==> config.mk <==
export PLATFORM = sky130hd
export DESIGN_NAME = mac32_txn_tracker
export DESIGN_NICKNAME = d
export VERILOG_FILES = /design/src/rtl/mac32_tb_pkg.sv /design/src/rtl/mac32_op_fifo.sv /design/src/rtl/mac32_txn_tracker.sv
export SDC_FILE = /design/constraint.sdc
export NUM_CORES = 1
export LEC_CHECK = 0
export CAP_MARGIN = 20
export CORE_UTILIZATION = 40
export CTS_BUF_LIST = sky130_fd_sc_hd__clkbuf_2 sky130_fd_sc_hd__clkbuf_4 sky130_fd_sc_hd__clkbuf_8
export CTS_CLUSTER_DIAMETER = 60
export DETAILED_ROUTE_END_ITERATION = 10
export DONT_BUFFER_PORTS = 1
export GPL_TIMING_DRIVEN = 0
export PLACE_DENSITY = 0.63
export RECOVER_POWER = 50
export SLEW_MARGIN = 30
export SYNTH_ARGS = -nofsm -noshare
export SYNTH_HDL_FRONTEND = slang
export SYNTH_SLANG_ARGS = --single-unit
==> constraint.sdc <==
create_clock -name clk -period 16.3 [get_ports clk]
set_input_delay 3.26 -clock clk [delete_from_list [all_inputs] [get_ports clk]]
set_output_delay 3.26 -clock clk [all_outputs]
set_load 0.005 [all_outputs]
==> src/rtl/mac32_tb_pkg.sv <==
`default_nettype none
// ============================================================================
// Module      : mac32_tb_pkg
// Description : Shared widths, the recorded-operand entry type and the
//               sticky error-flag vector used by the mac32 transaction
//               tracker and its operand FIFO.
// Revision    : 1.0 - initial release
// ============================================================================
package mac32_tb_pkg;

  localparam int unsigned MAC32_XLEN    = 32;  // operand/result width
  localparam int unsigned MAC32_DEPTH   = 8;   // outstanding transactions
  localparam int unsigned MAC32_TIMEOUT = 16;  // head retire age in cycles
  localparam int unsigned MAC32_TSW     = 16;  // timestamp/latency width
  localparam int unsigned MAC32_IDW     = 8;   // transaction id width

  // One issued operand triple plus its bookkeeping.
  typedef struct packed {
    logic [MAC32_XLEN-1:0] a;
    logic [MAC32_XLEN-1:0] b;
    logic [MAC32_XLEN-1:0] c;
    logic [MAC32_IDW-1:0]  id;
    logic [MAC32_TSW-1:0]  ts;
  } mac32_txn_t;

  // Sticky error flags, cleared only by reset.
  typedef struct packed {
    logic overflow;
    logic orphan;
    logic drop;
    logic timeout;
  } mac32_err_t;

endpackage : mac32_tb_pkg
`default_nettype wire

==> src/rtl/mac32_op_fifo.sv <==
`default_nettype none
// ============================================================================
// Module      : mac32_op_fifo
// Description : In-order synchronous FIFO of mac32_txn_t entries. The head
//               entry is presented combinationally. A push into a full FIFO
//               is accepted when a pop happens in the same cycle.
// Ports       : clk, rst_n     - clock, async active-low reset
//               push_i, data_i - write request and entry
//               pop_i          - remove head (ignored when empty)
//               full_o/empty_o - status from current occupancy
//               count_o        - registered occupancy
//               head_o         - oldest entry (undefined when empty)
// Revision    : 1.0 - initial release
// ============================================================================
module mac32_op_fifo
  import mac32_tb_pkg::*;
#(
  parameter int unsigned PARM_DEPTH = MAC32_DEPTH
) (
  input  logic                              clk,
  input  logic                              rst_n,
  input  logic                              push_i,
  input  mac32_txn_t                        data_i,
  input  logic                              pop_i,
  output logic                              full_o,
  output logic                              empty_o,
  output logic [$clog2(PARM_DEPTH+1)-1:0]   count_o,
  output mac32_txn_t                        head_o
);

  localparam int unsigned AW = (PARM_DEPTH > 1) ? $clog2(PARM_DEPTH) : 1;
  localparam int unsigned CW = $clog2(PARM_DEPTH + 1);

  mac32_txn_t        mem_q [PARM_DEPTH];
  logic [AW-1:0]     wr_ptr_q, wr_ptr_d;
  logic [AW-1:0]     rd_ptr_q, rd_ptr_d;
  logic [CW-1:0]     count_q, count_d;
  logic              do_push, do_pop;

  assign full_o  = (count_q == CW'(PARM_DEPTH));
  assign empty_o = (count_q == '0);
  assign count_o = count_q;
  assign head_o  = mem_q[rd_ptr_q];

  assign do_pop  = pop_i & ~empty_o;
  // When full, the slot being written is the one the pop frees this cycle.
  assign do_push = push_i & (~full_o | do_pop);

  always_comb begin
    wr_ptr_d = wr_ptr_q;
    rd_ptr_d = rd_ptr_q;
    count_d  = count_q;
    if (do_push) wr_ptr_d = wr_ptr_q + 1'b1;
    if (do_pop)  rd_ptr_d = rd_ptr_q + 1'b1;
    case ({do_push, do_pop})
      2'b10:   count_d = count_q + CW'(1);
      2'b01:   count_d = count_q - CW'(1);
      default: count_d = count_q;
    endcase
  end

  always_ff @(posedge clk or negedge rst_n) begin
    if (!rst_n) begin
      wr_ptr_q <= '0;
      rd_ptr_q <= '0;
      count_q  <= '0;
    end else begin
      wr_ptr_q <= wr_ptr_d;
      rd_ptr_q <= rd_ptr_d;
      count_q  <= count_d;
    end
  end

  // Storage needs no reset: nothing reads past the valid occupancy.
  always_ff @(posedge clk) begin
    if (do_push) mem_q[wr_ptr_q] <= data_i;
  end

endmodule : mac32_op_fifo
`default_nettype wire

==> src/rtl/mac32_txn_tracker.sv <==
`default_nettype none
// ============================================================================
// Module      : mac32_txn_tracker
// Description : Records operand triples issued to a mac32 DUT, pairs each DUT
//               result with the oldest outstanding triple and offers the
//               paired transaction over valid/ready. Flags overflow, orphan
//               results, dropped pairings and timed-out heads (sticky).
// Ports       : clk, rst_n                 - clock, async active-low reset
//               in_valid_i, A_i/B_i/C_i    - operand issue
//               dut_valid_i, Result_i      - DUT result
//               txn_valid_o, txn_ready_i   - output handshake
//               txn_A/B/C/Result/id/latency_o - paired transaction
//               inflight_o                 - outstanding entry count
//               err_*_o                    - sticky error flags
// Note        : Entry field widths come from mac32_tb_pkg; the width
//               parameters here must stay equal to the package values.
// Revision    : 1.0 - initial release
// ============================================================================
module mac32_txn_tracker
  import mac32_tb_pkg::*;
#(
  parameter int unsigned PARM_XLEN    = MAC32_XLEN,
  parameter int unsigned PARM_DEPTH   = MAC32_DEPTH,
  parameter int unsigned PARM_TIMEOUT = MAC32_TIMEOUT,
  parameter int unsigned PARM_TSW     = MAC32_TSW,
  parameter int unsigned PARM_IDW     = MAC32_IDW
) (
  input  logic                             clk,
  input  logic                             rst_n,
  input  logic                             in_valid_i,
  input  logic [PARM_XLEN-1:0]             A_i,
  input  logic [PARM_XLEN-1:0]             B_i,
  input  logic [PARM_XLEN-1:0]             C_i,
  input  logic                             dut_valid_i,
  input  logic [PARM_XLEN-1:0]             Result_i,
  output logic                             txn_valid_o,
  input  logic                             txn_ready_i,
  output logic [PARM_XLEN-1:0]             txn_A_o,
  output logic [PARM_XLEN-1:0]             txn_B_o,
  output logic [PARM_XLEN-1:0]             txn_C_o,
  output logic [PARM_XLEN-1:0]             txn_Result_o,
  output logic [PARM_IDW-1:0]              txn_id_o,
  output logic [PARM_TSW-1:0]              txn_latency_o,
  output logic [$clog2(PARM_DEPTH+1)-1:0]  inflight_o,
  output logic                             err_overflow_o,
  output logic                             err_orphan_o,
  output logic                             err_drop_o,
  output logic                             err_timeout_o
);

  logic [PARM_TSW-1:0]  cycle_q;
  logic [PARM_IDW-1:0]  id_q;
  logic                 txn_valid_q, txn_valid_d;
  mac32_txn_t           txn_q, txn_d;       // ts field carries latency
  logic [PARM_XLEN-1:0] result_q, result_d;
  mac32_err_t           err_q, err_d;

  logic                 fifo_full, fifo_empty;
  mac32_txn_t           head, push_entry;
  logic [PARM_TSW-1:0]  head_age;
  logic                 pop, orphan, retire, remove, push_ok, overflow;
  logic                 hold, load;

  assign head_age = cycle_q - head.ts;
  assign pop      = dut_valid_i & ~fifo_empty;
  assign orphan   = dut_valid_i & fifo_empty;
  // A result always wins over retire, so at most one removal per cycle.
  assign retire   = ~fifo_empty & ~dut_valid_i &
                    (head_age >= PARM_TSW'(PARM_TIMEOUT));
  assign remove   = pop | retire;
  assign push_ok  = in_valid_i & (~fifo_full | remove);
  assign overflow = in_valid_i & fifo_full & ~remove;
  // A stalled output keeps its data; a new pairing in that cycle is lost.
  assign hold     = txn_valid_q & ~txn_ready_i;
  assign load     = pop & ~hold;

  assign push_entry = '{a: A_i, b: B_i, c: C_i, id: id_q, ts: cycle_q};

  mac32_op_fifo #(
    .PARM_DEPTH (PARM_DEPTH)
  ) u_fifo (
    .clk     (clk),
    .rst_n   (rst_n),
    .push_i  (push_ok),
    .data_i  (push_entry),
    .pop_i   (remove),
    .full_o  (fifo_full),
    .empty_o (fifo_empty),
    .count_o (inflight_o),
    .head_o  (head)
  );

  always_comb begin
    txn_valid_d = txn_valid_q;
    txn_d       = txn_q;
    result_d    = result_q;
    if (load) begin
      txn_valid_d = 1'b1;
      txn_d       = head;
      txn_d.ts    = head_age;
      result_d    = Result_i;
    end else if (txn_valid_q && txn_ready_i) begin
      txn_valid_d = 1'b0;
    end
    err_d          = err_q;
    err_d.overflow = err_q.overflow | overflow;
    err_d.orphan   = err_q.orphan   | orphan;
    err_d.drop     = err_q.drop     | (pop & hold);
    err_d.timeout  = err_q.timeout  | retire;
  end

  always_ff @(posedge clk or negedge rst_n) begin
    if (!rst_n) begin
      cycle_q     <= '0;
      id_q        <= '0;
      txn_valid_q <= 1'b0;
      txn_q       <= '0;
      result_q    <= '0;
      err_q       <= '0;
    end else begin
      cycle_q     <= cycle_q + 1'b1;
      if (push_ok) id_q <= id_q + 1'b1;
      txn_valid_q <= txn_valid_d;
      txn_q       <= txn_d;
      result_q    <= result_d;
      err_q       <= err_d;
    end
  end

  assign txn_valid_o    = txn_valid_q;
  assign txn_A_o        = txn_q.a;
  assign txn_B_o        = txn_q.b;
  assign txn_C_o        = txn_q.c;
  assign txn_Result_o   = result_q;
  assign txn_id_o       = txn_q.id;
  assign txn_latency_o  = txn_q.ts;
  assign err_overflow_o = err_q.overflow;
  assign err_orphan_o   = err_q.orphan;
  assign err_drop_o     = err_q.drop;
  assign err_timeout_o  = err_q.timeout;

endmodule : mac32_txn_tracker
`default_nettype wire

==> impl_metrics.ini <==
[outcome]
status = completed

[worst_setup_path]
cpPeakStageDelay_ns = 0.74
slowest_stage = a211oi_1
cp.required_ns = 16.83
crit_end = u_fifo.mem_q[0][61]
startpoint_type = flop
cp_max_fo = 11
cp_top_family = buffers and inverters
path_class = reg2reg
path_depth = 26
timing.rr.end = u_fifo.mem_q[0][61]
cp.arrival_ns = 8.79
ff2ff_setup_slack_ns = 8.04
worstSetupStartpoint = u_fifo.rd_ptr_q[0]
cp_num_buf_inv = 14
cp_common_cell = buf_2
regToRegStartpoint = u_fifo.rd_ptr_q[0]
reg2reg_depth = 26
cp-end-kind = flop

[synthesis]
synth_seq_area_share_pct = 76.3
syn_area_um2 = 44100
yosys_most_used_dff = edfxtp_1
syn-num-nets = 2406
syn_inst = 2249
async_flop_share_pct = 16.6
synth_edf_count = 960
synth-warning-count = 0
ys_ff_latch = 1151
synthDistinctLibCells = 64
synth.avg_cell_area_um2 = 19.6

[timing]
worst_pin_slew_ns = 1.02
period_needed_ns = 8.26
setup_violations = 0
period_share_pct = 50.7
rsz0062_at_grt = false
relSlewSlack_pct = 31.7
hold_violations = 0
max_freq_ghz = 0.121
finalClockSkew_ns = 0.0557
drv_slew = 0

[cells_and_area]
final_common_cell = edfxtp_1
drive_gt1_share_pct = 29.9
fillCellCount = 9076
nets = 2798
fin_area_um2 = 51400
area_delta_synth_final_pct = 16.7
layout_common_cells = edfxtp_1 (960), nand2_1 (260), mux4_2 (240)

[route]
initialDrtViolationCount = 1812
drt-total-wl_mm = 106
num_vias = 22600
drc = 0
wire_per_inst_um = 25.2
drtAntennaViolNets = 0
first_pass_iters = 6
vias_per_cell = 5.37

[power]
powerDensity_nw_per_um2 = 174
power.leakage_nw = 18.4
irDropWorstVdd_v = 0.000106
finalPower_mw = 8.93

[clocking]
cts_hold_buffers = 0
cts_tree = built
ctsResizeCount = 0
htree_levels = 4
cts_buffer_depth = 3
numClockSinks = 1151
clk_latency_ns = 0.86
cts-root-buf = clkbuf_8
cts_made_buffers = 185
cts.clk_slew.worst_paths_ns = 0.06
post_cts_buffers = 0

[floorplan]
start_util_pct = 40.4
ios = 294
design.core.area_um2 = 109000
die-height_um = 334
fp-row-count = 121
die_w_um = 334
dieArea_um2 = 111000

[placement]
portBuffers = 0
hpwl_mm = 73.0
place.gp.congestion = 0.834
place_area_um2 = 47400

[grt]
first_global_vias = 24100
grt_max_degree = 192
grt_pass1_wl_mm = 157
gr-total-overflow = 0
grt_util_all_layers_pct = 19.2
antenna_found_initial = 5

[run]
drv_cap = 0

[worst_hold_path]
min_path_type = reg2reg
## final cells by class
| type | count | area [um2] | share of cell area (%) |
|---|---|---|---|
| plain buffers | 112 | 482 | 0.937 |
| diodes | 3 | 7.51 | 0.0146 |
| clock buffers | 276 | 3400 | 6.61 |
| well taps | 1414 | 1770 | 3.44 |
| flip-flops and latches | 1151 | 33600 | 65.4 |
| inverters | 10 | 37.5 | 0.0730 |
| multi-input cells | 976 | 10100 | 19.6 |
| clock inverters | 68 | 553 | 1.08 |
| repair buffers | 205 | 1500 | 2.92 |
## worst register-to-register path, stage by stage (launching register included)
cell and delay (ns):
dfrtp_1 0.37, buf_6 0.24, clkbuf_1 0.74, buf_2 0.59, mux4_2 0.59, nand2_1 0.08, nand2_1 0.09, ha_1 0.22
fa_1 0.42, and2b_1 0.23, o2111ai_1 0.22, a31o_2 0.34, a211oi_1 0.74, or4_4 0.26, buf_6 0.12, nor3_1 0.09
buf_2 0.25, nor4_2 0.50, buf_2 0.27, buf_2 0.18, buf_2 0.22, buf_2 0.21, buf_2 0.24, buf_2 0.25
buf_4 0.19, buf_4 0.16, buf_2 0.18
## layer usage
metal	up-vias	track usage [%]	part of all wire, %
met1	11900	25.0	42
met2	774	31.0	48
met3	157	5.86	7.6
met5	-	0	0
li1	9815	-	-
met4	0	5.64	2.0
## where the power goes
| group | switching [mW] | internal (mW) | total, mW |
|---|---|---|---|
| combinational | 1.34 | 0.940 | 2.28 |
| clock | 1.15 | 1.43 | 2.58 |
| sequential | 0.295 | 3.78 | 4.08 |
## synthesized netlist by cell type (all sizes together) (10+ instances only)
| master | count | share of area, % |
|---|---|---|
| dfrtp | 191 | 11 |
| mux2i | 118 | 2.7 |
| a21oi | 21 | 0.25 |
| nand2 | 260 | 2.2 |
| xnor2 | 23 | 0.46 |
| nor2 | 15 | 0.13 |
| inv | 10 | 0.085 |
| o21ai | 133 | 1.5 |
| xor2 | 11 | 0.22 |
| nand3 | 14 | 0.16 |
| buf | 33 | 0.32 |
| mux4 | 240 | 12 |
| nor4 | 10 | 0.16 |
| clkbuf | 79 | 0.67 |
| ha | 22 | 0.62 |
| edfxtp | 960 | 65 |
## logic make-up after synthesis
kind of cell / share of synthesized area (%)
compound gates: 2.74
xor+xnor: 0.676
fa+ha+maj: 0.716
buf+inv: 1.08
flops: 76.3
mux: 15.0
simple gates: 3.50
## registers in the layout, summed over array words and instances (netlist names), 3 cells and up
signal	count
txn_id_o	8
u_fifo.rd_ptr_q	3
u_fifo.count_o	4
u_fifo.wr_ptr_q	3
txn_A_o	32
txn_B_o	32
txn_latency_o	16
u_fifo.mem_q	960
cycle_q	16
txn_C_o	32
txn_Result_o	32
id_q	8
## per-stage QoR
| step | setup WS [ns] | hold slack (ns) | setup TNS [ns] | util [%] | cells |
|---|---|---|---|---|---|
| after detailed placement | 7.94 | 0.490 | 0 | 43.5 | 3866 |
| after floorplan | -0.122 | 0.451 | -29.26 | - | 2249 |
| after global routing | 7.58 | 0.526 | 0 | 47.2 | 4214 |
| final | 8.04 | 0.507 | 0 | 47.2 | 4215 |
| after global placement | -17.02 | 0.493 | -9810.99 | 42.1 | 3663 |
| after CTS | 7.92 | 0.504 | 0 | 47.1 | 4210 |
## worst min path at each step
stage                          start                to  slack (ns)  depth (start not counted)
floorplan               err_orphan_o      err_orphan_o        0.45                          1
global placement     txn_Result_o[2]   txn_Result_o[2]        0.49                          2
detailed placement   txn_Result_o[2]   txn_Result_o[2]        0.49                          2
CTS                  txn_Result_o[2]   txn_Result_o[2]        0.50                          2
global route        txn_Result_o[14]  txn_Result_o[14]        0.53                          2
finish               txn_Result_o[2]   txn_Result_o[2]        0.51                          2
Power figures use the tool's default switching activity.
